$ cat src/rtl/count_seq_ctrl.sv
// count_seq_ctrl -- mode sequencer for the LED up/down counter datapath.
//
// Turns a debounced button level into short/long press commands, runs the
// IDLE/UP/DOWN/PAUSE mode machine and issues a one-cycle step enable (tick)
// with a direction at a selectable rate. The counter is clocked by clk and
// steps only on tick. In bounce mode the counter value is read back, and the
// direction reverses at the end stops instead of letting the counter wrap.
//
// Ports:
//   clk        system clock
//   rst        asynchronous, active-low reset
//   btn        debounced button level, synchronous to clk (1 = pressed)
//   spd_sel    rate select: 1 = FAST_DIV, 0 = SLOW_DIV cycles per tick
//   bounce_en  1 = reverse at the end stops, 0 = counter wraps
//   cnt_val    counter value fed back from the datapath
//   tick       one-cycle step enable
//   dir        step direction (1 = up, 0 = down), valid with tick
//   mode       00 IDLE, 01 UP, 10 DOWN, 11 PAUSE
//   running    1 while in UP or DOWN
module count_seq_ctrl #(
  parameter int CNT_W      = 4,
  parameter int SLOW_DIV   = 25000000,
  parameter int FAST_DIV   = 5000000,
  parameter int LONG_PRESS = 50000000
) (
  input  logic             clk,
  input  logic             rst,
  input  logic             btn,
  input  logic             spd_sel,
  input  logic             bounce_en,
  input  logic [CNT_W-1:0] cnt_val,
  output logic             tick,
  output logic             dir,
  output logic [1:0]       mode,
  output logic             running
);

  typedef enum logic [1:0] {
    IDLE  = 2'b00,
    UP    = 2'b01,
    DOWN  = 2'b10,
    PAUSE = 2'b11
  } state_t;

  localparam int DIV_MAX = (SLOW_DIV > FAST_DIV) ? SLOW_DIV : FAST_DIV;
  localparam int PW      = $clog2(DIV_MAX);
  localparam int TW      = $clog2(LONG_PRESS + 1);

  localparam logic [PW-1:0]    SLOW_LAST = PW'(SLOW_DIV - 1);
  localparam logic [PW-1:0]    FAST_LAST = PW'(FAST_DIV - 1);
  localparam logic [TW-1:0]    LONG_MAX  = TW'(LONG_PRESS);
  localparam logic [TW-1:0]    LONG_HIT  = TW'(LONG_PRESS - 1);
  localparam logic [CNT_W-1:0] CNT_TOP   = '1;

  state_t          state, state_nxt;
  logic [PW-1:0]   presc, presc_nxt;
  logic [TW-1:0]   timer;
  logic            btn_q;
  logic            armed;     // a press is in progress and has not yet produced an event
  logic            low_seen;  // btn has been seen released since reset
  logic            saved_up, saved_nxt;
  logic            tick_nxt, dir_nxt;

  logic            rise, released, short_ev, long_ev, press_ev, run, expire;
  logic [PW-1:0]   div_last;

  // A button already held when reset releases must not look like a new press,
  // so an edge only counts once a released level has been observed.
  assign rise     = btn & ~btn_q & low_seen;
  assign released = ~btn & btn_q;
  assign long_ev  = armed & btn & btn_q & (timer == LONG_HIT);
  assign short_ev = armed & released & (timer < LONG_HIT);
  assign press_ev = short_ev | long_ev;

  assign run      = (state == UP) || (state == DOWN);
  assign div_last = spd_sel ? FAST_LAST : SLOW_LAST;
  // >= rather than == so a switch to a shorter period mid-count expires at once
  assign expire   = run && (presc >= div_last);

  assign mode     = state;

  always_comb begin
    // NOTE: every output of this block gets a default first; a path that left
    // one unassigned would infer a latch.
    state_nxt = state;
    presc_nxt = presc;
    saved_nxt = saved_up;
    tick_nxt  = 1'b0;
    dir_nxt   = dir;

    if (press_ev) begin
      // A press outranks a coincident expiry and is applied to the
      // pre-bounce state; the prescaler restarts with the new mode.
      presc_nxt = '0;
      unique case (state)
        IDLE: begin
          if (short_ev) state_nxt = UP;
        end
        UP: begin
          if (short_ev) begin
            state_nxt = DOWN;
          end else begin
            state_nxt = PAUSE;
            saved_nxt = 1'b1;
          end
        end
        DOWN: begin
          if (short_ev) begin
            state_nxt = UP;
          end else begin
            state_nxt = PAUSE;
            saved_nxt = 1'b0;
          end
        end
        PAUSE: begin
          if (short_ev) begin
            state_nxt = saved_up ? UP : DOWN;
          end else begin
            state_nxt = IDLE;
            saved_nxt = 1'b1;
            dir_nxt   = 1'b1;
          end
        end
      endcase
    end else if (expire) begin
      presc_nxt = '0;
      tick_nxt  = 1'b1;
      // At an end stop the reversal and its first step share one tick.
      if (bounce_en && (state == UP) && (cnt_val == CNT_TOP)) begin
        state_nxt = DOWN;
        dir_nxt   = 1'b0;
      end else if (bounce_en && (state == DOWN) && (cnt_val == '0)) begin
        state_nxt = UP;
        dir_nxt   = 1'b1;
      end else begin
        dir_nxt   = (state == UP);
      end
    end else if (run) begin
      presc_nxt = presc + 1'b1;
    end else begin
      presc_nxt = '0;
    end
  end

  always_ff @(posedge clk or negedge rst) begin
    // NOTE: all state here is updated with non-blocking assignments so every
    // register samples the values from before this edge.
    if (!rst) begin
      state    <= IDLE;
      presc    <= '0;
      timer    <= '0;
      btn_q    <= 1'b0;
      armed    <= 1'b0;
      low_seen <= 1'b0;
      saved_up <= 1'b1;
      tick     <= 1'b0;
      dir      <= 1'b1;
      running  <= 1'b0;
    end else begin
      state    <= state_nxt;
      presc    <= presc_nxt;
      saved_up <= saved_nxt;
      tick     <= tick_nxt;
      dir      <= dir_nxt;
      running  <= (state_nxt == UP) || (state_nxt == DOWN);
      btn_q    <= btn;

      if (!btn) low_seen <= 1'b1;

      if (rise) begin
        timer <= '0;
      end else if (btn && (timer != LONG_MAX)) begin
        timer <= timer + 1'b1;
      end

      if (rise) begin
        armed <= 1'b1;
      end else if (press_ev || released) begin
        armed <= 1'b0;
      end
    end
  end

endmodule

$ cat config.mk
export PLATFORM = sky130hd
export DESIGN_NAME = count_seq_ctrl
export DESIGN_NICKNAME = d
export VERILOG_FILES = /design/src/rtl/count_seq_ctrl.sv
export SDC_FILE = /design/constraint.sdc
export NUM_CORES = 1
export LEC_CHECK = 0
export BUFFER_PORTS_ARGS = -buffer_cell sky130_fd_sc_hd__clkbuf_2
export CAP_MARGIN = 20
export CELL_PAD_IN_SITES_DETAIL_PLACEMENT = 0
export CELL_PAD_IN_SITES_GLOBAL_PLACEMENT = 2
export CORE_MARGIN = 2
export CORE_UTILIZATION = 44
export DETAILED_ROUTE_END_ITERATION = 16
export PLACE_DENSITY_LB_ADDON = 0.1
export SLEW_MARGIN = 15
export SYNTH_ARGS = -nofsm -noshare
export SYNTH_HDL_FRONTEND = slang
export SYNTH_SLANG_ARGS = --single-unit
export TNS_END_PERCENT = 20
$ cat constraint.sdc
create_clock -name clk -period 4.2 [get_ports clk]
set_input_delay 0.84 -clock clk [delete_from_list [all_inputs] [get_ports clk]]
set_output_delay 0.84 -clock clk [all_outputs]
set_load 0.005 [all_outputs]
==> Yosys cells after proc, flatten, opt, wreduce, memory -nomap -nowiden <==
Cells that the tools add are included.
{ "totals": {"wordCells": 83, "register_bits": 60, "output_inout_bits": 5, "in_bits": 9} }
{ "classes": {"n_reduce_logical": 18, "bitwise_logic": 11, "magnitude_cmp": 2, "mux": 28, "add_sub_neg": 2, "eq_ne": 12} }
{ "op_table": {"columns": ["op", "count"], "rows": [
  ["$mux W25", 4],
  ["$mux W26", 2],
  ["$add A26 B1 Y26 const B", 1],
  ["$eq A26 B26 Y1 const B", 1],
  ["$lt A26 B26 Y1 const B", 1],
  ["$ne A26 B26 Y1 const B", 1],
  ["$add A25 B1 Y25 const B", 1],
  ["$ge A25 B25 Y1", 1],
  ["$mux W2", 8],
  ["$mux W1", 12],
  ["$and A1 B1 Y1", 8],
  ["$pmux W2 S4", 1],
  ["$reduce_bool A2 Y1", 4],
  ["$eq A2 B2 Y1 const B", 3],
  ["$logic_and A1 B1 Y1", 6],
  ["$ne A2 B2 Y1 const B", 3],
  ["$eq A2 B1 Y1 const B", 2],
  ["$eq A4 B4 Y1 const B", 1],
  ["$logic_not A4 Y1", 1],
  ["$reduce_and A4 Y1", 1],
  ["$logic_or A1 B1 Y1", 3],
  ["$reduce_and A3 Y1", 1],
  ["$logic_not A2 Y1", 1],
  ["$ne A2 B1 Y1 const B", 1],
  ["4 further kinds", 5]
]} }

==> Logic depth before layout (Yosys ltp) <==
{ "logic_depth": {"word_depth": 9, "ltp_mapped": 9} }

==> Least setup slack after synthesis <==
No wires, ideal clock.
{ "synth_path": {"path_type": "input to register", "startpoint": "in spd_sel", "endpoint": "reg running", "path_buffers": 0, "t_arrival_ns": 2.527, "t_required_ns": 4.076, "stages": 8, "setup_slack_ns": 1.549, "path_cell_list": "ha_1 > a21o_1 > a211o_1 > or3_4 > a22oi_4 > o211ai_4 > o221a_4 > xor2_1"} }
{ "synth_via": {"elab_chain_cells": 7, "elab_cells_between_ends": 8} }
{ "synth_lines": {"columns": ["item", "line_no", "source"], "rows": [
  ["start, declared", "29", "input logic spd_sel,"],
  ["$mux W25 *", "76", "assign div_last = spd_sel ? FAST_LAST : SLOW_LAST;"],
  ["$ge A25 B25 Y1 *", "78", "assign expire = run && (presc >= div_last);"],
  ["$logic_and A1 B1 Y1 *", "78", null],
  ["$mux W2 *", "125", "end else if (expire) begin"],
  ["$mux W2 *", "91", "if (press_ev) begin"],
  ["via state_nxt[1]", "55", "state_t state, state_nxt;"],
  ["$eq A2 B1 Y1 or $eq A2 B2 Y1 (tied branches)", "165", "running <= (state_nxt == UP) || (state_nxt == DOWN);"],
  ["$logic_or A1 B1 Y1 *", "165", null],
  ["end signal, assigned", "165", null],
  ["end, declared", "35", "output logic running"]
]} }
The timed path passes the listed nets; every way through them passes the cells marked *.
A chain may end at the register's enable or synchronous reset.

==> Final worst setup path <==
{ "layout_path": {"startpoint": "in spd_sel", "endpoint": "reg presc[5]"} }
{ "layout_via": {"elab_chain_cells": 5} }
{ "layout_lines": {"columns": ["item", "line_no", "source"], "rows": [
  ["$mux W25", "76", null],
  ["$ge A25 B25 Y1", "78", null],
  ["$logic_and A1 B1 Y1", "78", null],
  ["$mux W25", "125", null],
  ["$mux W25", "91", null],
  ["via presc_nxt[5]", "56", "logic [PW-1:0] presc, presc_nxt;"],
  ["end signal, assigned", "161", "presc <= presc_nxt;"],
  ["end, declared", "56", null]
]} }
The timed path passes the listed nets, and every way through them passes these cells.

==> results.cfg <==
[route]
top_layer_used = met4
wl_mm = 7.16
wl_met3_um = 215
routedWlPerCell_um = 14.7
ant_nets = 0
viasPerCell = 5.30
wl_met2_mm = 3.07
drt_iter0_markers = 110
vias = 2588
drcViolationCount = 0
wl_met1_mm = 3.80
dr.pass1.iters = 4

[synth]
async_reset_ff_frac = 1.00
yosysTopAreaCellShare = 0.396
ys_ff_latch = 60
ys_seq_area_frac = 0.410
synth_area_leaders = dfrtp_1 (40%), xor2_1 (6.4%), nor2_4 (5.5%), ha_1 (5.1%), nor2_1 (3.8%)
synthFlopType = dfrtp_1
synth_top_cell_by_area = dfrtp_1
syn-num-nets = 384
yosysWarnings = 0
synth_area_per_cell_um2 = 10.2
synth_edf_count = 0
synthCells = 360
synthDistinctLibCells = 62
synthesis.area_um2 = 3670

[final_layout]
final_cell_mix = dfrtp_1 (58), nor2_1 (37), xor2_1 (27)
diodes = 0
fillers = 770
drive_gt1_frac = 0.206
finalNetCount = 402
layout_commonest_cell = dfrtp_1
area_growth_pct = 9.24
final_cells = 488

[pwr]
p_int_uw = 1000
p_leak_nw = 1.74
power_frac_comb = 0.254
seq_power_share = 0.422
power_density_nw_per_um2 = 385
sw_frac_of_total = 0.352
peakVddDrop_mv = 0.252
p_sw_uw = 543
finalPower_mw = 1.54
pwr-share-clk = 0.324

[grt]
antenna_found_initial = 0
grt_pass1_wl_mm = 12.2
grt_start_max_net_pins = 38
globalRouteOverflowTotal = 0
grt_pass1_vias = 2406
grt_use_total = 0.175

[clock_tree]
clock_path_buffers = 2
cts_buffers = 9
cts_max_level = 3
ctsHoldBuffers = 0
cts_setup_buffers = 0
clock-sinks = 60
clk-insertion-delay-late_ps = 330
cts_tree = yes
root_buffer = clkbuf_8
ctsResizeCount = 0
clk_pin_slew_worst_paths_ps = 60

[floorplan]
start_util = 0.451
fp.dieArea_um2 = 9080
fp-row-count = 33
ioPinCount = 14
die_h_um = 95.3
core_area_um2 = 8130
fp.dieW_um = 95.3

[place]
io_buffers = 13
placed_cells = 472
gp_congestion = 0.747
hpwlAfterDp_mm = 5.05

[timing]
final_hold_viol_count = 0
slew_violations = 0
fmax_ghz = 0.348
post-route-min-period_ps = 2870
fin_skew_ps = 9.42
relSlewSlack = 0.373
setup_viol = 0
worstMarginPinSlew_ps = 941
fin_tns_setup_ps = 0
timing.final.crit_share = 0.683
rsz0062_at_grt = false

[worst_setup_path]
critPathLaunch = spd_sel
reg2reg_from = presc[21]
critPathKind = in2reg
worstPathRequired_ps = 4440
crit_path_top_delay_cell = nand3_4
cp_top_family = simple AND/OR/NAND/NOR gates
endpoint_kind = flop
path_cells = clkbuf_2 -> ha_1 -> a21o_1 -> a211o_1 -> or3_4 -> a22oi_4 -> nand3_4 -> nor2_1
cp.buffers_inverters = 1
cp-start-kind = input pin
crit_fanout = 25
worst_path_largest_cell_delay_ps = 520
crit_arrival_ps = 3110

[hold_path]
min_from = low_seen
hold_path.class = reg2reg

[run]
maxCapViolations = 0

[outcome]
outcome = complete, no violations
==> metrics by stage <==
| step | hold slack, ps | utilization | worst slack, ps | area (um2) |
|---|---|---|---|---|
| after global placement | 448 | 0.470 | 1030 | 3820 |
| after global routing | 482 | 0.493 | 1180 | 4010 |
| after detailed placement | 450 | 0.470 | 972 | 3820 |
| final | 459 | 0.493 | 1330 | 4010 |
| after floorplan | 425 | - | 1550 | 3670 |
| after CTS | 465 | 0.493 | 1310 | 4010 |
==> cells by family (layout without fill, tap and decap cells) <==
group,Yosys count,count (layout),synth area share
muxes,1,1,0.00273
DFF,60,60,0.410
and+or+nand+nor,174,174,0.308
xor gates and xnor gates,42,42,0.100
AOI/OAI and AO/OA,49,49,0.100
adders and majority gates,15,15,0.0512
buffers and inverters,19,42,0.0280
==> path summary, 6_finish.rpt <==
check                      slack [ps]        to  cells past startpoint
setup / recovery                 1330  presc[5]                      8
min in group asynchronous         640  timer[4]                      1
hold / removal                    460  low_seen                      1
hold reg to reg                   460  low_seen                      1
max in group asynchronous        2680  presc[1]                      2
setup reg to reg                 1580  presc[5]                      7
==> per-layer routing <==
metal	GRT usage	up-vias
li1	-	1303
met4	0.0519	0
met1	0.262	1246
met5	0	-
met2	0.247	33
met3	0.0427	6
==> synth_stat cells (all sizes together) (2+ instances only) <==
| library cell | instances |
|---|---|
| xnor2 | 15 |
| buf | 5 |
| nor2 | 58 |
| a31oi | 2 |
| and3 | 15 |
| xor2 | 27 |
| and4 | 4 |
| inv | 11 |
| nor4 | 4 |
| ha | 15 |
| and2 | 3 |
| clkbuf | 3 |
| dfstp | 2 |
| a211o | 2 |
| o21ai | 13 |
| nand4b | 2 |
| a21o | 2 |
| dfrtp | 58 |
| or3 | 9 |
| nor3 | 12 |
| nand2 | 26 |
| o21bai | 2 |
| a211oi | 3 |
| a21oi | 15 |
| nand4 | 12 |
| nand3 | 22 |
| o21a | 2 |
| o211ai | 2 |
==> cell type report <==
cell class / instances / area, um2 / area share
inverters: 11 / 41.3 / 0.0103
clock buffers: 11 / 131 / 0.0328
clock inverters: 5 / 52.6 / 0.0131
well taps: 105 / 131 / 0.0328
repair buffers: 15 / 80.1 / 0.0200
multi-input cells: 281 / 2070 / 0.516
flip-flops and latches: 60 / 1500 / 0.375
==> flip-flops by register name, indices dropped and copies added (netlist names) <==
name / flops
mode: 2
timer: 26
low_seen: 1
tick: 1
btn_q: 1
running: 1
saved_up: 1
dir: 1
armed: 1
presc: 25
==> power groups by stage <==
| stage | combinational [mW] | sequential, mW | clock (mW) |
|---|---|---|---|
| floorplan | 0.341 | 0.656 | 0 |
| global placement | 0.400 | 0.662 | 0 |
| detailed placement | 0.401 | 0.662 | 0 |
| global route | 0.437 | 0.656 | 0.558 |
| CTS | 0.404 | 0.651 | 0.523 |
| finish | 0.393 | 0.651 | 0.500 |
Note: power is estimated with default switching activity, not from simulation.
